[config.mk]
export PLATFORM = sky130hd
export DESIGN_NAME = multiword_add_sequencer_flat
export DESIGN_NICKNAME = d
export VERILOG_FILES = /design/src/rtl/multiword_add_sequencer_pkg.sv /design/src/rtl/multiword_add_sequencer_if.sv /design/src/rtl/multiword_add_sequencer_adder.sv /design/src/rtl/multiword_add_sequencer.sv /design/src/flat_wrapper.sv
export SDC_FILE = /design/constraint.sdc
export NUM_CORES = 1
export LEC_CHECK = 0
export ABC_CLOCK_PERIOD_IN_PS = 4700
export BUFFER_PORTS_ARGS = -buffer_cell sky130_fd_sc_hd__buf_2
export CAP_MARGIN = 20
export CORE_ASPECT_RATIO = 1.2
export CORE_MARGIN = 1
export CORE_UTILIZATION = 49
export CTS_CLUSTER_DIAMETER = 100
export DETAILED_ROUTE_END_ITERATION = 10
export PLACE_DENSITY = 0.77
export SLEW_MARGIN = 25
export SYNTH_ARGS = -nofsm -noshare
export SYNTH_HDL_FRONTEND = slang
export SYNTH_HIERARCHICAL = 1
export SYNTH_SLANG_ARGS = --single-unit
export TNS_END_PERCENT = 30
[constraint.sdc]
create_clock -name clk -period 4.7 [get_ports clk]
set_input_delay 0.235 -clock clk [delete_from_list [all_inputs] [get_ports clk]]
set_output_delay 0.235 -clock clk [all_outputs]
set_load 0.05 [all_outputs]
[src/rtl/multiword_add_sequencer_pkg.sv]
// Shared types and default geometry for the multiword add/sub sequencer.
package adder_ctrl_pkg;
   typedef enum logic [1:0] {IDLE, RUN, DONE} add_seq_state_t;
   localparam int unsigned DEF_W = 8;
   localparam int unsigned DEF_K = 4;
endpackage

[src/rtl/multiword_add_sequencer_if.sv]
// Operand request and result response handshakes of the sequencer.
interface multiword_add_sequencer_if #(
   parameter int unsigned W = 8,
   parameter int unsigned K = 4
);
   logic           in_valid;
   logic           in_ready;
   logic [W*K-1:0] a;
   logic [W*K-1:0] b;
   logic           cin;
   logic           sub;
   logic           out_valid;
   logic           out_ready;
   logic [W*K-1:0] sum;
   logic           cout;
   logic           ovf;

   modport master (
      output in_valid, a, b, cin, sub, out_ready,
      input  in_ready, out_valid, sum, cout, ovf
   );
   modport slave (
      input  in_valid, a, b, cin, sub, out_ready,
      output in_ready, out_valid, sum, cout, ovf
   );
endinterface

[src/rtl/multiword_add_sequencer_adder.sv]
// N-bit ripple-carry adder slice, one full adder per bit.
module nbits_ripple_adder #(
   parameter int unsigned N = 8
) (
   input  logic [N-1:0] a_i,
   input  logic [N-1:0] b_i,
   input  logic         c_i,
   output logic [N-1:0] s_o,
   output logic         c_o
);
   logic [N:0] c;

   assign c[0] = c_i;
   for (genvar i = 0; i < N; i++) begin : g_bit
      assign s_o[i]   = a_i[i] ^ b_i[i] ^ c[i];
      assign c[i+1]   = (a_i[i] & b_i[i]) | (c[i] & (a_i[i] ^ b_i[i]));
   end
   assign c_o = c[N];
endmodule

[src/rtl/multiword_add_sequencer.sv]
// Wide add/sub built from one W-bit slice stepped LSB-first over K cycles,
// with the inter-slice carry held in carry_q.
module multiword_add_sequencer
   import adder_ctrl_pkg::*;
#(
   parameter int unsigned W = DEF_W,
   parameter int unsigned K = DEF_K
) (
   input logic                     clk,
   input logic                     rst_n,
   multiword_add_sequencer_if.slave bus
);
   localparam int unsigned IW  = (K > 1) ? $clog2(K) : 1;
   localparam int unsigned MSB = W*K - 1;
   localparam logic [IW-1:0] IDX_LAST = IW'(K - 1);

   add_seq_state_t state_q;
   logic [IW-1:0]  idx_q;
   logic           carry_q;
   logic [MSB:0]   a_q, b_q, sum_q;

   logic [31:0]    base;
   logic [W-1:0]   slice_s;
   logic           slice_co;

   assign base = 32'(idx_q) * 32'(W);

   nbits_ripple_adder #(.N(W)) u_slice (
      .a_i (a_q[base +: W]),
      .b_i (b_q[base +: W]),
      .c_i (carry_q),
      .s_o (slice_s),
      .c_o (slice_co)
   );

   // Subtraction is a + ~b + 1: invert b on capture and seed the carry.
   always_ff @(posedge clk or negedge rst_n) begin
      if (!rst_n) begin
         state_q <= IDLE;
         idx_q   <= '0;
         carry_q <= 1'b0;
         a_q     <= '0;
         b_q     <= '0;
         sum_q   <= '0;
      end else begin
         case (state_q)
            IDLE: if (bus.in_valid) begin
               a_q     <= bus.a;
               b_q     <= bus.sub ? ~bus.b : bus.b;
               carry_q <= bus.sub ? 1'b1 : bus.cin;
               idx_q   <= '0;
               state_q <= RUN;
            end
            RUN: begin
               sum_q[base +: W] <= slice_s;
               carry_q          <= slice_co;
               if (idx_q == IDX_LAST) state_q <= DONE;
               else                   idx_q   <= idx_q + 1'b1;
            end
            DONE: if (bus.out_ready) state_q <= IDLE;
            default: state_q <= IDLE;
         endcase
      end
   end

   assign bus.in_ready  = (state_q == IDLE);
   assign bus.out_valid = (state_q == DONE);
   assign bus.sum       = sum_q;
   assign bus.cout      = carry_q;
   assign bus.ovf       = (a_q[MSB] == b_q[MSB]) && (sum_q[MSB] != a_q[MSB]);
endmodule

[src/flat_wrapper.sv]
// flat-port wrapper written by rule: the top's interface ports become plain ports
module multiword_add_sequencer_flat import adder_ctrl_pkg::*;
#(
   parameter int unsigned W = DEF_W,
   parameter int unsigned K = DEF_K
)
  (clk, rst_n, bus_in_valid, bus_a, bus_b, bus_cin, bus_sub, bus_out_ready, bus_in_ready, bus_out_valid, bus_sum, bus_cout, bus_ovf);
  multiword_add_sequencer_if #(.W(W), .K(K)) bus_i ();
  input logic clk;
  input logic rst_n;
  input wire logic [$bits(bus_i.in_valid)-1:0] bus_in_valid;
  input wire logic [$bits(bus_i.a)-1:0] bus_a;
  input wire logic [$bits(bus_i.b)-1:0] bus_b;
  input wire logic [$bits(bus_i.cin)-1:0] bus_cin;
  input wire logic [$bits(bus_i.sub)-1:0] bus_sub;
  input wire logic [$bits(bus_i.out_ready)-1:0] bus_out_ready;
  output wire logic [$bits(bus_i.in_ready)-1:0] bus_in_ready;
  output wire logic [$bits(bus_i.out_valid)-1:0] bus_out_valid;
  output wire logic [$bits(bus_i.sum)-1:0] bus_sum;
  output wire logic [$bits(bus_i.cout)-1:0] bus_cout;
  output wire logic [$bits(bus_i.ovf)-1:0] bus_ovf;
  assign bus_i.in_valid = bus_in_valid;
  assign bus_i.a = bus_a;
  assign bus_i.b = bus_b;
  assign bus_i.cin = bus_cin;
  assign bus_i.sub = bus_sub;
  assign bus_i.out_ready = bus_out_ready;
  assign bus_in_ready = bus_i.in_ready;
  assign bus_out_valid = bus_i.out_valid;
  assign bus_sum = bus_i.sum;
  assign bus_cout = bus_i.cout;
  assign bus_ovf = bus_i.ovf;
  multiword_add_sequencer #(.W(W), .K(K)) u_core (.clk(clk), .rst_n(rst_n), .bus(bus_i));
endmodule
==> impl_metrics.env <==
export IMPL_routabilityCongestion=0.804
export IMPL_ios=106
export IMPL_worstPathMaxFanout=4
export IMPL_rr_startpoint="u_core/idx_q[0]"
export IMPL_detail_route_antenna_nets=0
export IMPL_worstHoldStart="bus_out_ready"
export IMPL_synthMuxAreaShare_pct=15.4
export IMPL_drive_gt1_share_pct=38.7
export IMPL_cts_buffer_depth=2
export IMPL_core_um2=9220
export IMPL_synth_area_leader_cell="dfrtp_1"
export IMPL_yosysUniqueCellTypes=24
export IMPL_area_delta_synth_final_pct=17.2
export IMPL_rsz0062_at_grt="no"
export IMPL_io_buffers=105
export IMPL_num_rows=38
export IMPL_cp_required_ns=5.00
export IMPL_min_path_type="input pin to flop"
export IMPL_dp_hpwl_mm=7.59
export IMPL_fin_cells=582
export IMPL_maxSlewHeadroom_pct=32.9
export IMPL_crit_path_start_kind="flop"
export IMPL_power_leakage_nw=2.58
export IMPL_grt_max_degree=100
export IMPL_gr_total_overflow=0
export IMPL_synth_top_area_share_pct=53.3
export IMPL_fin_crit_ns=4.49
export IMPL_critPathArrivalTime_ns=4.79
export IMPL_worst_slew_pin_slew_ns=1.01
export IMPL_synth_compound_area_share_pct=9.77
export IMPL_grt_pass1_wl_mm=16.4
export IMPL_synth_top_family_by_area="multiplexers"
export IMPL_ys_async_sr_fraction_pct=100
export IMPL_multi_input_area_um2=2040
export IMPL_synthTopCellsByArea="dfrtp_1 (53%), mux2_2 (7.8%), mux4_2 (7.6%), a22o_1 (5.9%), xnor2_1 (5.9%)"
export IMPL_syn_area_per_cell_um2=13.4
export IMPL_vias=3132
export IMPL_max_cap_viol_count=0
export IMPL_setup_tns_final_ns=0
export IMPL_drc=0
export IMPL_viasPerCell=5.38
export IMPL_initial_utilization_pct=51.4
export IMPL_synth_xor_xnor_area_share_pct=5.91
export IMPL_place_inst=566
export IMPL_die_w_um=91.8
export IMPL_syn_num_nets=438
export IMPL_synth_most_common_cell="dfrtp_1"
export IMPL_grt_pass1_vias=3192
export IMPL_synth_adder_area_share_pct=4.70
export IMPL_p_total_mw=4.50
export IMPL_dieArea_um2=10100
export IMPL_drtIter0Drc=152
export IMPL_yosys_area_share_simple_pct=7.10
export IMPL_synth_cells=355
export IMPL_synth_common_cells="dfrtp_1 (101), nor2_1 (37), mux2_2 (33)"
export IMPL_p_per_area_nw_per_um2=810
export IMPL_yosys_register_bits=101
export IMPL_skew_ns=0.00936
export IMPL_cts_tree="built"
export IMPL_status="completed"
export IMPL_antenna_cells=0
export IMPL_nets=541
export IMPL_worstSetupPathType="flop to flop"
export IMPL_yosysSeqAreaShare_pct=53.3
export IMPL_end_kind="flop"
export IMPL_postCtsSetupBuffers=0
export IMPL_netlist_area_um2=4740
export IMPL_nFillCells=772
export IMPL_cts_clk_slew_worst_paths_ns=0.09
export IMPL_synthFlopType="dfrtp_1"
export IMPL_fmaxAchievable_mhz=223
export IMPL_antenna_found_initial=0
export IMPL_wl_mm=10.1
export IMPL_grtUsageTotal_pct=21.6
export IMPL_cts_root_buf="clkbuf_8"
export IMPL_irDropWorstVdd_v=0.000314
export IMPL_synth_enable_flop_cells=0
export IMPL_cts_buffers=9
export IMPL_cts_sinks=101
export IMPL_drtPass1Iterations=4
export IMPL_fin_crit_sh_pct=95.5
export IMPL_finalMaxSlewViolations=0
export IMPL_yosys_warnings=6
export IMPL_ff_latch_area_um2=2530
export IMPL_h_tree_depth=3
export IMPL_wl_per_cell_um=17.3
export IMPL_finalHoldViolations=0
export IMPL_final_util_pct=60.2
export IMPL_clk_latency_ns=0.36
export IMPL_critPathLaunch="u_core/idx_q[0]"
export IMPL_setup_viol=0
export IMPL_die_h_um=110
export IMPL_post_cts_resized=0
through the flow:
step	setup WS [ns]	cell area, µm²	hold slack [ns]
6_report	0.212	5550	0.0799
5_1_grt	0.0483	5550	0.0903
4_1_cts	0.227	5550	0.0797
3_5_place_dp	0.251	5340	0.257
3_3_place_gp	0.361	5340	0.252
2_1_floorplan	0.0521	4740	-0.0606
placed cells by master (no fill, tap or decap), types with 9 or more instances in the layout:
cell | Yosys | routed
a21oi_1 | 32 | 32
a22o_1 | 32 | 32
buf_2 | 11 | 104
clkbuf_8 | 0 | 9
dfrtp_1 | 101 | 101
inv_1 | 15 | 15
mux2_2 | 33 | 33
mux4_2 | 16 | 16
nor2_1 | 37 | 37
xnor2_1 | 32 | 32
worst max-delay path, stage by stage (launching register included):
cell and delay, ns:
dfrtp_1 0.44, mux4_2 0.54, fa_1 0.42, inv_1 0.08
fa_1 0.18, inv_1 0.06, fa_1 0.37, fa_1 0.41
fa_1 0.39, fa_1 0.40, fa_1 0.37, inv_1 0.09
fa_1 0.40, inv_1 0.12, a22o_1 0.15
kinds of logic after synthesis:
kind of cell	after synthesis
buffers and inverters	34
xor gates and xnor gates	32
adders and majority gates	13
and+or+nand+nor	58
DFF	101
AOI/OAI and AO/OA	68
muxes	49
repair_timing:
item	CTS	global route
hold endpoints to repair	44	0
endpoints found under the setup margin	0	0
hold buffers	1	0
area by class of cell:
type	count	share of cell area (%)
sequential	101	45.5
multi-input combinational	220	36.7
timing repair buffer	111	10.4
tap	120	2.70
clock buffer	11	2.37
clock inverter	4	1.33
inverter	15	1.01
final timing paths:
path	to	slack [ns]	cells after the start
setup / recovery	u_core/bus.sum[7]	0.21	14
hold / removal	u_core/state_q[1]	0.08	2
setup reg to reg	u_core/bus.sum[7]	0.21	14
hold reg to reg	u_core/bus.sum[8]	0.51	1
max in group asynchronous	u_core/b_q[25]	3.20	3
min in group asynchronous	u_core/bus.sum[27]	0.39	2
registers in the layout, indices dropped and copies added, names as in the netlist:
register / cells
u_core/a_q: 32
u_core/b_q: 32
u_core/bus.sum: 32
u_core/idx_q: 2
u_core/state_q: 2
u_core/bus.cout: 1
power by group:
part,total [mW],internal [mW],switching [mW],leakage (nW)
Sequential,1.51,1.26,0.250,1.23
Combinational,2.42,0.954,1.47,1.25
Clock,0.574,0.298,0.277,0.103
Total,4.50,2.51,1.99,2.58
layer usage:
layer / wire length [µm] / part of all wire [%] / vias up / track usage [%]
met1: 4300 / 43 / 1561 / 27.6
met5: 0 / 0 / - / 0
met2: 5150 / 51 / 106 / 37.9
li1: - / - / 1449 / -
met3: 399 / 4.0 / 16 / 2.42
met4: 206 / 2.0 / 0 / 8.93
No activity file was read; power rests on OpenSTA's default activity.
